--- config.mk ---
export PLATFORM = sky130hd
export DESIGN_NAME = load_store_unit
export DESIGN_NICKNAME = d
export VERILOG_FILES = /design/src/rtl/load_store_unit.sv
export SDC_FILE = /design/constraint.sdc
export NUM_CORES = 1
export LEC_CHECK = 0
export CORE_UTILIZATION = 45
export DETAILED_ROUTE_END_ITERATION = 12
export GPL_TIMING_DRIVEN = 1
export PLACE_DENSITY = 0.77
export RECOVER_POWER = 50
export SETUP_SLACK_MARGIN = 0.05
export SLEW_MARGIN = 0
export SYNTH_ARGS = -nofsm -noshare
export SYNTH_HDL_FRONTEND = slang
export SYNTH_SLANG_ARGS = --single-unit
--- constraint.sdc ---
create_clock -name clk -period 5.78 [get_ports clk]
set_clock_uncertainty 0.05 [all_clocks]
set_input_delay 0.867 -clock clk [delete_from_list [all_inputs] [get_ports clk]]
set_output_delay 0.867 -clock clk [all_outputs]
set_load 0.01 [all_outputs]
--- src/rtl/load_store_unit.sv ---
// Load/store unit: turns CPU byte/half/word requests into memory beats,
// splitting misaligned accesses into ascending single-byte beats.
module load_store_unit #(
  parameter int MEM_BYTES = 256
) (
  input  logic        clk,
  input  logic        rst_n,
  input  logic        req_valid,
  output logic        req_ready,
  input  logic        req_write,
  input  logic [1:0]  req_size,
  input  logic        req_unsigned,
  input  logic [31:0] req_addr,
  input  logic [31:0] req_wdata,
  output logic        resp_valid,
  output logic [31:0] resp_rdata,
  output logic        resp_error,
  output logic        mem_read,
  output logic        mem_write,
  output logic [1:0]  mem_size,
  output logic [31:0] address,
  output logic [31:0] write_data,
  input  logic [31:0] read_data
);

  localparam logic [1:0] IDLE    = 2'd0;
  localparam logic [1:0] ISSUE   = 2'd1;
  localparam logic [1:0] CAPTURE = 2'd2;
  localparam logic [1:0] RESP    = 2'd3;

  localparam logic [1:0] SIZE_BYTE    = 2'b00;
  localparam logic [1:0] SIZE_HALF    = 2'b01;
  localparam logic [1:0] SIZE_WORD    = 2'b10;
  localparam logic [1:0] SIZE_ILLEGAL = 2'b11;

  logic [1:0]  state_reg, state_next;
  logic [1:0]  beat_reg, beat_next;
  logic        write_reg;
  logic        unsigned_reg;
  logic        aligned_reg;
  logic        error_reg;
  logic [1:0]  size_reg;
  logic [31:0] addr_reg;
  logic [31:0] wdata_reg;
  logic [7:0]  lane_reg [4];

  logic        accept;
  logic [1:0]  req_span;
  logic [32:0] req_last_byte;
  logic        req_error;
  logic        req_aligned;
  logic [1:0]  final_beat;
  logic        last_beat;
  logic [31:0] data_word;
  logic [31:0] load_value;

  assign req_ready = rst_n && (state_reg == IDLE);
  assign accept    = req_valid && req_ready;

  // Range check is done on a 33-bit sum so an address near 2^32 cannot wrap into range.
  always_comb begin
    req_span    = 2'd0;
    req_aligned = 1'b1;
    case (req_size)
      SIZE_HALF: begin
        req_span    = 2'd1;
        req_aligned = (req_addr[0] == 1'b0);
      end
      SIZE_WORD: begin
        req_span    = 2'd3;
        req_aligned = (req_addr[1:0] == 2'b00);
      end
      default: begin
        req_span    = 2'd0;
        req_aligned = 1'b1;
      end
    endcase
  end

  assign req_last_byte = {1'b0, req_addr} + {31'b0, req_span};
  assign req_error     = (req_size == SIZE_ILLEGAL) || (req_last_byte >= 33'(MEM_BYTES));

  always_comb begin
    final_beat = 2'd0;
    if (!aligned_reg) begin
      final_beat = (size_reg == SIZE_HALF) ? 2'd1 : 2'd3;
    end
  end

  assign last_beat = (beat_reg == final_beat);

  always_comb begin
    state_next = state_reg;
    beat_next  = beat_reg;
    case (state_reg)
      IDLE: begin
        if (accept) begin
          state_next = req_error ? RESP : ISSUE;
          beat_next  = 2'd0;
        end
      end
      ISSUE: begin
        if (!write_reg) begin
          state_next = CAPTURE;
        end else if (last_beat) begin
          state_next = RESP;
        end else begin
          beat_next = beat_reg + 2'd1;
        end
      end
      CAPTURE: begin
        if (last_beat) begin
          state_next = RESP;
        end else begin
          state_next = ISSUE;
          beat_next  = beat_reg + 2'd1;
        end
      end
      default: begin
        state_next = IDLE;
        beat_next  = 2'd0;
      end
    endcase
  end

  always_ff @(posedge clk or negedge rst_n) begin
    if (!rst_n) begin
      state_reg <= IDLE;
      beat_reg  <= 2'd0;
    end else begin
      state_reg <= state_next;
      beat_reg  <= beat_next;
    end
  end

  always_ff @(posedge clk or negedge rst_n) begin
    if (!rst_n) begin
      write_reg    <= 1'b0;
      unsigned_reg <= 1'b0;
      aligned_reg  <= 1'b0;
      error_reg    <= 1'b0;
      size_reg     <= 2'b00;
      addr_reg     <= 32'd0;
      wdata_reg    <= 32'd0;
    end else if (accept) begin
      write_reg    <= req_write;
      unsigned_reg <= req_unsigned;
      aligned_reg  <= req_aligned;
      error_reg    <= req_error;
      size_reg     <= req_size;
      addr_reg     <= req_addr;
      wdata_reg    <= req_wdata;
    end
  end

  // Each byte lane loads either from its own slice (aligned beat) or from
  // read_data[7:0] when the current split beat targets that lane.
  genvar gi;
  generate
    for (gi = 0; gi < 4; gi++) begin : g_lane
      always_ff @(posedge clk or negedge rst_n) begin
        if (!rst_n) begin
          lane_reg[gi] <= 8'd0;
        end else if (accept) begin
          lane_reg[gi] <= 8'd0;
        end else if (state_reg == CAPTURE) begin
          if (aligned_reg) begin
            lane_reg[gi] <= read_data[8*gi +: 8];
          end else if (beat_reg == 2'(gi)) begin
            lane_reg[gi] <= read_data[7:0];
          end
        end
      end
    end
  endgenerate

  assign data_word = {lane_reg[3], lane_reg[2], lane_reg[1], lane_reg[0]};

  always_comb begin
    load_value = data_word;
    case (size_reg)
      SIZE_BYTE: load_value = unsigned_reg ? {24'd0, data_word[7:0]}
                                           : {{24{data_word[7]}}, data_word[7:0]};
      SIZE_HALF: load_value = unsigned_reg ? {16'd0, data_word[15:0]}
                                           : {{16{data_word[15]}}, data_word[15:0]};
      default:   load_value = data_word;
    endcase
  end

  always_comb begin
    mem_read   = 1'b0;
    mem_write  = 1'b0;
    mem_size   = SIZE_BYTE;
    address    = 32'd0;
    write_data = 32'd0;
    if (state_reg == ISSUE) begin
      mem_read  = !write_reg;
      mem_write = write_reg;
      mem_size  = aligned_reg ? size_reg : SIZE_BYTE;
      address   = addr_reg + {30'd0, beat_reg};
      if (write_reg) begin
        write_data = aligned_reg ? wdata_reg : {24'd0, wdata_reg[{beat_reg, 3'b000} +: 8]};
      end
    end
  end

  assign resp_valid = (state_reg == RESP);
  assign resp_error = (state_reg == RESP) && error_reg;
  assign resp_rdata = ((state_reg == RESP) && !error_reg && !write_reg) ? load_value : 32'd0;

endmodule

==> run_summary.xml <==
<?xml version="1.0" encoding="UTF-8"?>
<metrics>
  <group name="route">
    <metric name="drtIter0Drc" unit="">392</metric>
    <metric name="post_drt_wl_per_cell" unit="um">15.9</metric>
    <metric name="drtPass1Iterations" unit="">4</metric>
    <metric name="residual_drc_count" unit="">0</metric>
    <metric name="wirelength" unit="um">19700</metric>
    <metric name="drtAntennaViolNets" unit="">0</metric>
    <metric name="dr_vias" unit="">6586</metric>
    <metric name="routed_via_density" unit="">5.32</metric>
  </group>
  <group name="power_and_ir_drop">
    <metric name="leakage" unit="nW">4.13</metric>
    <metric name="p_switching" unit="mW">1.53</metric>
    <metric name="total_power" unit="mW">3.69</metric>
    <metric name="power.sequential.fraction" unit="%">38.1</metric>
    <metric name="powerDensity" unit="mW/mm^2">402</metric>
    <metric name="ir_drop" unit="mV">0.211</metric>
    <metric name="comb_power_share" unit="%">45.4</metric>
    <metric name="power.share.switching" unit="%">41.4</metric>
    <metric name="p_clk_share" unit="%">16.5</metric>
    <metric name="p_int" unit="mW">2.17</metric>
  </group>
  <group name="synth">
    <metric name="synth_largest_type_area_fraction" unit="%">39.4</metric>
    <metric name="share_of_async_settable_or_async_resettable_flops_after_synthesis" unit="%">100</metric>
    <metric name="synthesis.area" unit="mm^2">0.00674</metric>
    <metric name="yosys_most_used_dff" unit="">sky130_fd_sc_hd__dfrtp_1</metric>
    <metric name="ys_seq_elements" unit="">106</metric>
    <metric name="post-synth-top-area-cell" unit="">sky130_fd_sc_hd__dfrtp_1</metric>
    <metric name="netlist_cell_types" unit="">54</metric>
    <metric name="postSynthCellCount" unit="">868</metric>
    <metric name="yosys-top-cells-area" unit="">sky130_fd_sc_hd__dfrtp_1 (39%), sky130_fd_sc_hd__nand2_1 (15%), sky130_fd_sc_hd__and2_1 (5.2%)</metric>
    <metric name="edff_count_synth" unit="">0</metric>
    <metric name="syn-mean-instance-area" unit="um^2">7.77</metric>
    <metric name="synth_seq_area_share" unit="%">39.4</metric>
    <metric name="yosys_warnings" unit="">0</metric>
    <metric name="mappedNetlistNets" unit="">988</metric>
  </group>
  <group name="placement">
    <metric name="dp_wirelength" unit="um">14400</metric>
    <metric name="gp_routability_congestion" unit="">0.891</metric>
    <metric name="placement.cell_area" unit="mm^2">0.00892</metric>
    <metric name="io_buffer_count" unit="">205</metric>
    <metric name="place_worst_setup_slack" unit="ns">1.72</metric>
    <metric name="number_of_placed_instances_with_taps_included" unit="">1221</metric>
  </group>
  <group name="global_routing">
    <metric name="first_global_vias" unit="">6539</metric>
    <metric name="antenna_found_initial" unit="">0</metric>
    <metric name="globalRouteTotalUtil" unit="%">26.1</metric>
    <metric name="overflow" unit="">0</metric>
    <metric name="global_route_wire_length_before_repair" unit="um">32600</metric>
    <metric name="grt_max_degree" unit="">79</metric>
  </group>
  <group name="floorplan">
    <metric name="ios" unit="">206</metric>
    <metric name="core-area" unit="mm^2">0.0146</metric>
    <metric name="die_y" unit="um">124</metric>
    <metric name="rows" unit="">44</metric>
    <metric name="initial_utilization" unit="%">46.2</metric>
    <metric name="area_of_the_die" unit="mm^2">0.0155</metric>
    <metric name="die_w" unit="um">124</metric>
  </group>
  <group name="sta">
    <metric name="timing.fmax" unit="MHz">225</metric>
    <metric name="setup_repair_after_global_routing_missed_its_margin" unit="">false</metric>
    <metric name="final_worst_path_period_share" unit="%">77.1</metric>
    <metric name="layout_min_cycle_time" unit="ns">4.45</metric>
    <metric name="finalSetupTns" unit="ns">0</metric>
    <metric name="tightest_slew" unit="ns">1.97</metric>
    <metric name="maxSlewHeadroom" unit="%">-31.6</metric>
    <metric name="report.final.slew_viol_count" unit="">111</metric>
    <metric name="setup_viol" unit="">0</metric>
    <metric name="final_hold_viol_count" unit="">0</metric>
    <metric name="worst_slack" unit="ns">1.33</metric>
  </group>
  <group name="final_layout">
    <metric name="syn2layout_area_growth" unit="%">36.4</metric>
    <metric name="final-instance-count-excl-fill" unit="">1237</metric>
    <metric name="fill_cells" unit="">1285</metric>
    <metric name="share_of_layout_cells_above_drive_strength_1" unit="%">4.84</metric>
    <metric name="antenna-diode-count" unit="">0</metric>
    <metric name="postLayoutCellArea" unit="mm^2">0.00919</metric>
    <metric name="fin_nets" unit="">1168</metric>
  </group>
  <group name="status">
    <metric name="outcome" unit="">complete, but fails checks</metric>
    <metric name="failed_checks" unit="">capacitance limit, slew limit</metric>
  </group>
  <group name="setup_path">
    <metric name="end_kind" unit="">flip-flop</metric>
    <metric name="critical_path_arrival" unit="ns">4.69</metric>
    <metric name="crit_fanout" unit="">66</metric>
    <metric name="crit_type" unit="">in -&gt; reg</metric>
    <metric name="timing.critical_path.from_type" unit="">input port</metric>
    <metric name="critPathRequiredTime" unit="ns">6.02</metric>
  </group>
  <group name="clock_tree">
    <metric name="htree_levels" unit="">3</metric>
    <metric name="cts.sinks" unit="">106</metric>
    <metric name="cts_made_buffers" unit="">9</metric>
    <metric name="cts.path.max_buffers" unit="">2</metric>
    <metric name="worst_skew_pair.late_latency" unit="ns">0.35</metric>
    <metric name="cts_tree" unit="">yes</metric>
    <metric name="holdBufCountCts" unit="">0</metric>
    <metric name="number_of_gates_resized_after_cts" unit="">0</metric>
    <metric name="clock_transition_at_the_registers_of_the_reported_paths" unit="ns">0.07</metric>
    <metric name="postCtsSetupRepairBufs" unit="">0</metric>
    <metric name="root_driver" unit="">sky130_fd_sc_hd__clkbuf_16</metric>
  </group>
  <group name="run">
    <metric name="cap_viol_max_count" unit="">2</metric>
  </group>
  <group name="worst_hold_path">
    <metric name="path_type_of_the_worst_min_delay_path" unit="">reg -&gt; reg</metric>
  </group>
</metrics>
[Yosys cell counts, types with 4 or more instances]
library cell and n:
sky130_fd_sc_hd__xnor2_1 22, sky130_fd_sc_hd__xor2_1 11, sky130_fd_sc_hd__ha_1 15, sky130_fd_sc_hd__nand2_1 277
sky130_fd_sc_hd__inv_1 31, sky130_fd_sc_hd__nor2_1 30, sky130_fd_sc_hd__mux2i_1 12, sky130_fd_sc_hd__nand4_1 16
sky130_fd_sc_hd__nor3_1 8, sky130_fd_sc_hd__clkbuf_1 36, sky130_fd_sc_hd__mux2_2 8, sky130_fd_sc_hd__nor3b_1 4
sky130_fd_sc_hd__a21oi_1 66, sky130_fd_sc_hd__and2_1 56, sky130_fd_sc_hd__a21boi_0 4, sky130_fd_sc_hd__o21ai_0 41
sky130_fd_sc_hd__and3_1 20, sky130_fd_sc_hd__buf_1 7, sky130_fd_sc_hd__dfrtp_1 106, sky130_fd_sc_hd__o221a_2 8
sky130_fd_sc_hd__nand2b_1 9, sky130_fd_sc_hd__nand3_1 34, sky130_fd_sc_hd__or3_1 5
[cell families (layout without fill, tap and decap cells)]
group	Yosys count	in the layout	synth area share [%]
AO/OA/AOI/OAI	140	140	12.2
XOR/XNOR	33	33	4.29
flip-flops	106	106	39.4
buffers and inverters	76	261	4.25
multiplexers	21	21	3.34
AND/OR/NAND/NOR	475	475	33.2
adder cells (fa/ha/maj)	17	17	3.38
[routing by layer]
layer,track usage (%),vias to the layer above,share of wire (%)
met3,4.60,32,5.8
met2,42.2,237,47
met4,8.72,0,2.3
li1,-,3239,-
met5,0,-,0
met1,35.1,3078,45
[area by class of cell]
cell class                 instances  area, um^2  share of cell area [%]
tap                              184         230                    2.50
sequential                       106        2650                    28.9
inverter                          32         120                    1.31
clock inverter                     6        48.8                   0.531
clock buffer                      10         239                    2.60
timing repair buffer             213        2100                    22.9
multi-input combinational        686        3800                    41.4
[cell usage in the layout (no fill, tap or decap), drive strengths merged, types with 2 or more instances in the layout]
master | netlist | final
o22ai | 3 | 3
clkinvlp | 0 | 2
ha | 15 | 15
o21bai | 2 | 2
mux2i | 12 | 12
xnor2 | 22 | 22
dfrtp | 106 | 106
a21boi | 4 | 4
clkinv | 1 | 2
nor3b | 4 | 4
and2 | 56 | 56
nand4 | 17 | 17
fa | 2 | 2
a21oi | 66 | 66
o31ai | 3 | 3
nor4 | 2 | 2
nor3 | 9 | 9
xor2 | 11 | 11
and4 | 2 | 2
nor4b | 3 | 3
and3 | 20 | 20
clkbuf | 36 | 13
nand3 | 35 | 35
buf | 8 | 6
a311oi | 2 | 2
mux2 | 9 | 9
clkdlybuf4s50 | 0 | 204
nand2b | 9 | 9
o221a | 8 | 8
nor2 | 30 | 30
o21ai | 44 | 44
inv | 31 | 34
or3 | 5 | 5
nand2 | 279 | 279
[power groups by stage]
| stage | combinational (mW) | sequential (mW) | clock (mW) |
|---|---|---|---|
| after floorplan | 1.10 | 1.30 | 0 |
| after global placement | 1.65 | 1.41 | 0 |
| after detailed placement | 1.67 | 1.41 | 0 |
| after CTS | 1.68 | 1.40 | 0.625 |
| after global routing | 1.88 | 1.46 | 0.651 |
| final | 1.68 | 1.41 | 0.610 |
[final timing paths]
kind / from / endpoint / slack [ns] / depth (start not counted)
setup reg to reg: state_reg[0] / data_word[1] / 2.17 / 8
setup / recovery: rst_n / data_word[1] / 1.33 / 7
min in group asynchronous: rst_n / aligned_reg / 0.93 / 1
hold / removal: wdata_reg[1] / wdata_reg[1] / 0.43 / 2
hold reg to reg: wdata_reg[1] / wdata_reg[1] / 0.43 / 2
max in group asynchronous: rst_n / addr_reg[12] / 2.02 / 2
[worst max-delay path: stages]
cell and delay [ns]:
sky130_fd_sc_hd__clkbuf_1 1.24, sky130_fd_sc_hd__and2_0 0.30, sky130_fd_sc_hd__nand2_1 0.51, sky130_fd_sc_hd__clkbuf_2 0.91, sky130_fd_sc_hd__nand2_1 0.57, sky130_fd_sc_hd__nand3_1 0.13, sky130_fd_sc_hd__nand2_1 0.13
[through the flow]
step / hold WS [ns] / util [%]
2_1_floorplan: 0.396 / -
3_3_place_gp: 0.414 / 61.1
3_5_place_dp: 0.419 / 61.1
4_1_cts: 0.394 / 63.1
5_1_grt: 0.450 / 63.0
6_report: 0.428 / 63.0
Power figures use the tool's default switching activity.
